===== src/rtl/ram_extreme_scan.sv =====
// RAM extreme-value scanner: external write port, internal sequential read scan,
// reports the max/min word and its address over entries 0..len-1.
module ram_extreme_scan #(
    parameter int DATA_W = 8,
    parameter int ADDR_W = 8
) (
    input  logic              clk,
    input  logic              rst_n,
    input  logic              wr_en,
    input  logic [ADDR_W-1:0] wr_addr,
    input  logic [DATA_W-1:0] wr_data,
    input  logic              start,
    input  logic [ADDR_W:0]   len,
    input  logic              find_min,
    input  logic              tie_last,
    output logic              busy,
    output logic              done,
    output logic              empty,
    output logic [DATA_W-1:0] ext_val,
    output logic [ADDR_W-1:0] ext_addr,
    output logic              wr_drop
);

    localparam int              DEPTH     = 2 ** ADDR_W;
    localparam logic [ADDR_W:0] DEPTH_LEN = {1'b1, {ADDR_W{1'b0}}};

    typedef enum logic [1:0] {
        S_IDLE,
        S_READ,
        S_FLUSH,
        S_DONE
    } state_t;

    state_t state, state_nxt;

    logic [DATA_W-1:0] mem [DEPTH];
    logic [DATA_W-1:0] rd_data;
    logic [ADDR_W-1:0] rd_ptr;
    logic [ADDR_W-1:0] rd_addr_q;
    logic              rd_valid;
    logic              first_q;
    logic [ADDR_W:0]   len_q;
    logic [ADDR_W:0]   len_clamp;
    logic              find_min_q;
    logic              tie_last_q;
    logic              accept;
    logic              last_issue;
    logic              better;

    assign len_clamp  = (len > DEPTH_LEN) ? DEPTH_LEN : len;
    assign accept     = (state == S_IDLE) && start;
    // Compared in ADDR_W+1 bits so a full-depth scan ends at DEPTH-1 and rd_ptr simply wraps.
    assign last_issue = ({1'b0, rd_ptr} == (len_q - (ADDR_W+1)'(1)));

    always_comb begin
        // NOTE: every output of a combinational block gets a default first so no latch is inferred.
        better = 1'b0;
        if (find_min_q)
            better = (rd_data < ext_val) || ((rd_data == ext_val) && tie_last_q);
        else
            better = (rd_data > ext_val) || ((rd_data == ext_val) && tie_last_q);
    end

    always_comb begin
        state_nxt = state;
        unique case (state)
            S_IDLE:  if (start) state_nxt = (len_clamp == '0) ? S_DONE : S_READ;
            S_READ:  if (last_issue) state_nxt = S_FLUSH;
            S_FLUSH: state_nxt = S_DONE;
            S_DONE:  state_nxt = S_IDLE;
            default: state_nxt = S_IDLE;
        endcase
    end

    // NOTE: the RAM array and its read register carry no reset so they can map onto block RAM;
    // contents survive rst_n and are undefined until written.
    always_ff @(posedge clk) begin
        if (wr_en && !busy)
            mem[wr_addr] <= wr_data;
        rd_data <= mem[rd_ptr];
    end

    // NOTE: sequential state uses non-blocking assignments so every register samples pre-edge values.
    always_ff @(posedge clk or negedge rst_n) begin
        if (!rst_n) begin
            state      <= S_IDLE;
            rd_ptr     <= '0;
            rd_addr_q  <= '0;
            rd_valid   <= 1'b0;
            first_q    <= 1'b0;
            len_q      <= '0;
            find_min_q <= 1'b0;
            tie_last_q <= 1'b0;
        end else begin
            state     <= state_nxt;
            rd_valid  <= (state == S_READ);
            rd_addr_q <= rd_ptr;
            if (accept) begin
                len_q      <= len_clamp;
                find_min_q <= find_min;
                tie_last_q <= tie_last;
                rd_ptr     <= '0;
                first_q    <= 1'b1;
            end else if (state == S_READ) begin
                rd_ptr <= rd_ptr + ADDR_W'(1);
            end
            if (rd_valid)
                first_q <= 1'b0;
        end
    end

    // Result registers: cleared on an accepted start, then fed by the one-stage compare pipeline.
    always_ff @(posedge clk or negedge rst_n) begin
        if (!rst_n) begin
            busy     <= 1'b0;
            done     <= 1'b0;
            empty    <= 1'b0;
            ext_val  <= '0;
            ext_addr <= '0;
            wr_drop  <= 1'b0;
        end else begin
            done    <= (state == S_DONE);
            wr_drop <= wr_en && busy;
            if (accept) begin
                busy     <= 1'b1;
                empty    <= (len_clamp == '0);
                ext_val  <= '0;
                ext_addr <= '0;
            end else if (state == S_DONE) begin
                busy <= 1'b0;
            end
            if (rd_valid && (first_q || better)) begin
                ext_val  <= rd_data;
                ext_addr <= rd_addr_q;
            end
        end
    end

endmodule


===== config.mk =====
export PLATFORM = sky130hd
export DESIGN_NAME = ram_extreme_scan
export DESIGN_NICKNAME = d
export VERILOG_FILES = /design/src/rtl/ram_extreme_scan.sv
export SDC_FILE = /design/constraint.sdc
export NUM_CORES = 2
export LEC_CHECK = 0
export ABC_AREA = 1
export BUFFER_PORTS_ARGS = -buffer_cell sky130_fd_sc_hd__buf_2
export CELL_PAD_IN_SITES_DETAIL_PLACEMENT = 1
export CELL_PAD_IN_SITES_GLOBAL_PLACEMENT = 1
export CORE_AREA = 2 2 548 550
export CTS_CLUSTER_DIAMETER = 200
export DETAILED_ROUTE_END_ITERATION = 8
export DIE_AREA = 0 0 550 552
export PLACE_DENSITY = 0.59
export SYNTH_ARGS = -nofsm -noshare
export SYNTH_HDL_FRONTEND = slang
export SYNTH_SLANG_ARGS = --single-unit

===== constraint.sdc =====
create_clock -name clk -period 7 [get_ports clk]
set_clock_uncertainty 0.2 [all_clocks]
set_input_delay 0.35 -clock clk [delete_from_list [all_inputs] [get_ports clk]]
set_output_delay 0.35 -clock clk [all_outputs]
set_load 0.05 [all_outputs]

==> results.py <==
metrics = {
    "run_status": {
        "status": "completed",
    },
    "clock_tree": {
        "cts_tree": "built",
        "cts_buffers": 228,
        "cts_sinks": 2107,
        "clk_pin_slew_ns": 0.07,
        "clockBufferDepth": 3,
        "clk_latency_ns": 0.87,
        "htree_levels": 4,
        "clockRootBuffer": "clkbuf_16",
    },
    "pwr": {
        "power_switching_w": 0.01283,
        "power_frac_seq_pct": 39.6,
        "power_w": 0.03588,
        "vdd_drop_max_mv": 0.3005,
        "clockPowerShare_pct": 32.3,
        "p_leak_nw": 37.10,
        "p_per_area_nw_per_um2": 357.4,
        "comb_power_share_pct": 28.1,
        "intPower_w": 0.02305,
        "swShare_pct": 35.75,
    },
    "critical_path": {
        "r2r_start": "rd_ptr[3]$_DFFE_PN0P_",
        "cp-end-kind": "register",
        "critical_path_class": "register to register",
        "cp.required_ns": 7.63,
        "crit_arrival_ns": 4.84,
        "critPathBufInv": 3,
        "path_delay_family": "buffers and inverters",
        "cp_cell_sequence": "inv_6 -> nor2_4 -> buf_4 -> buf_4 -> nand2_1 -> nand2_1 -> nor2_1 -> nand2_1 -> nand3_1 -> nand2_1 -> nand3_1 -> nand2_1",
        "worstReg2RegEnd": "rd_data[3]$_DFF_P_",
        "reg2reg_slack_ns": 2.80,
        "slowest_delay_ns": 0.86,
        "reg2reg_depth": 12,
        "crit_fanout": 64,
        "startpoint_type": "register",
        "path_common_cell": "nand2_1",
        "crit_slowest_cell": "buf_4",
    },
    "sta": {
        "max_slew_margin_pct": 13.85,
        "hold_violations": 0,
        "setup_viol": 0,
        "tightest_slew_ns": 1.288,
        "period_share_pct": 60.06,
        "min_period_ns": 4.204,
        "worst_slack_ns": 2.796,
        "rsz0062_at_grt": "no",
        "fmax_mhz": 237.8,
        "tns_ns": 0,
        "final_max_slew_viol_count": 0,
    },
    "routing": {
        "wirelength_mm": 283.5,
        "dr.pass1.iters": 5,
        "vias_per_cell": 4.861,
        "ant_nets": 0,
        "remaining_drc_errors": 0,
        "vias": 59940,
        "routedWlPerCell_um": 23.00,
        "detail_route.iter0.violations": 5462,
    },
    "floorplanning": {
        "rows": 201,
        "start_util_pct": 29.84,
        "boundaryPins": 51,
        "die_w_um": 550,
        "core_um2": 298300,
        "die_h_um": 552,
        "die_area_um2": 303600,
    },
    "min_path": {
        "holdPathEnd": "mem[180][0]$_DFFE_PP_",
        "hp-class": "input port to register",
        "holdPathStages": 5,
        "min-delay-start": "wr_addr[7]",
    },
    "synth": {
        "synth.avg_cell_area_um2": 10.80,
        "synth_compound_gate_area_share_pct": 4.772,
        "muxShareOfSynthArea_pct": 0,
        "syn_inst": 8239,
        "ys_ff_latch": 2107,
        "synth_simple_gate_area_share_pct": 18.43,
        "ys_types": 35,
        "synth_top_family_by_area": "simple AND/OR/NAND/NOR gates",
        "synth_edf_count": 2048,
        "ys_seq_area_share_pct": 70.72,
        "async_flop_share_pct": 2.421,
        "synthAdderAreaFrac_pct": 0.2109,
        "synth.net_count": 8285,
        "syn_area_um2": 89000,
        "synth_xor_area_share_pct": 0.05905,
        "synth_top_flop_cell": "edfxtp_1",
        "yosysWarnings": 0,
    },
    "global_route": {
        "grtUsageTotal_pct": 18.40,
        "grt_pass1_vias": 61930,
        "antenna_found_initial": 20,
        "met2_usage_pct": 29.77,
        "grt_max_degree": 187,
        "grt_overflow": 0,
        "grt_pass1_wl_mm": 419.0,
        "grtUsageMet3_pct": 2.268,
        "busiest_layer": "met2",
        "met1_usage_pct": 26.01,
    },
    "finish": {
        "multi_input_area_um2": 20900,
        "area_growth_pct": 12.79,
        "postLayoutCellArea_um2": 100400,
        "layout.nets": 8227,
        "most-common-layout-cells": "nand2_1 (2,107), edfxtp_1 (2,048), nor2_1 (1,275), inv_1 (716), nand3_1 (713)",
        "instances_no_fill": 12330,
        "nFillCells": 33080,
        "final_common_cell": "nand2_1",
        "drive_gt1_share_pct": 5.447,
        "seqCellArea_um2": 62950,
    },
    "placed_design": {
        "dp_slack_ns": 2.825,
        "place.gp.congestion": 0.8035,
        "place_inst": 11870,
        "place_area_um2": 92900,
        "portBuffers": 50,
        "hpwl_mm": 159.7,
    },
    "job": {
        "cap_violations": 0,
    },
}
==> metrics by stage <==
| stage | hold slack [ns] | util (%) |
|---|---|---|
| global route | 0.1427 | 33.66 |
| floorplan | -0.1456 | - |
| detailed placement | 0.2335 | 31.15 |
| CTS | 0.05993 | 33.65 |
| finish | 0.1283 | 33.66 |
| global placement | 0.2320 | 31.15 |
==> logic make-up (layout without fill, tap and decap cells) <==
group | after synthesis | after routing
compound gates | 790 | 790
other cells | 0 | 1
flops | 2107 | 2107
xor+xnor | 6 | 6
buf+inv | 1202 | 1334
simple gates | 4119 | 4119
fa+ha+maj | 15 | 15
==> worst reg2reg max path, delay by kind of cell (launching register included) <==
family / cells / cell delay, ns
buffers and inverters: 3 / 1.81
DFF: 1 / 0.51
and+or+nand+nor: 9 / 1.63
==> Yosys cell counts (10+ instances only) <==
cell | count | area, µm²
a21oi_1 | 121 | 605.6
buf_1 | 47 | 176.4
buf_2 | 170 | 850.8
buf_4 | 26 | 195.2
buf_6 | 42 | 473.0
clkbuf_1 | 183 | 686.9
clkinv_1 | 10 | 37.54
dfrtp_1 | 51 | 1276
edfxtp_1 | 2048 | 61500
ha_1 | 15 | 187.7
inv_1 | 720 | 2703
nand2_1 | 2108 | 7913
nand3_1 | 713 | 3568
nor2_1 | 1278 | 4797
o211ai_1 | 108 | 810.8
o21ai_0 | 476 | 2382
o21ai_1 | 74 | 370.4
==> power groups by stage <==
stage          registers (W)  clock network (W)  logic (W)
2_1_floorplan         0.0144                  0    0.00656
3_3_place_gp          0.0144                  0    0.00994
3_5_place_dp          0.0145                  0     0.0101
4_1_cts               0.0142             0.0118     0.0102
5_1_grt               0.0142             0.0123     0.0112
6_report              0.0142             0.0116     0.0101
==> registers in the layout, indices dropped and copies added, names as in the netlist <==
signal,cells
busy,1
done,1
empty,1
ext_addr,8
ext_val,8
find_min_q,1
first_q,1
len_q,9
mem,2048
rd_addr_q,8
rd_data,8
rd_ptr,8
rd_valid,1
state,2
tie_last_q,1
wr_drop,1
==> routing by layer <==
metal	part of all wire, %	up-vias
met3	4.8	360
met1	46	30820
li1	-	27420
met4	2.4	0
met2	47	1338
met5	0	-
==> worst max path at each step <==
stage	to	start	cells after the start	slack, ns
global placement	rd_data[4]$_DFF_P_	rd_ptr[0]$_DFFE_PN0P_	10	2.81
detailed placement	rd_data[3]$_DFF_P_	rd_ptr[0]$_DFFE_PN0P_	10	2.83
finish	rd_data[3]$_DFF_P_	rd_ptr[3]$_DFFE_PN0P_	12	2.80
CTS	rd_data[3]$_DFF_P_	rd_ptr[0]$_DFFE_PN0P_	10	2.82
global route	rd_data[3]$_DFF_P_	rd_ptr[0]$_DFFE_PN0P_	12	2.61
floorplan	mem[197][0]$_DFFE_PP_	busy$_DFFE_PN0P_	5	4.53
==> timing repair <==
action,CTS,global route
endpoints found under the hold margin,666,0
setup endpoints to repair,0,0
gates resized for setup,0,0
hold buffers,43,0
setup buffers,0,0
==> area by class of cell <==
cell class              instances  area share, %
flip-flops and latches       2107          62.71
multi-input cells            4930          20.82
clock buffers                 305          6.041
well taps                    3958          4.933
inverters                     731          2.770
repair buffers                183          1.743
clock inverters               115         0.9784
diodes                          1       0.002493
No activity file was read; power rests on OpenSTA's default activity.
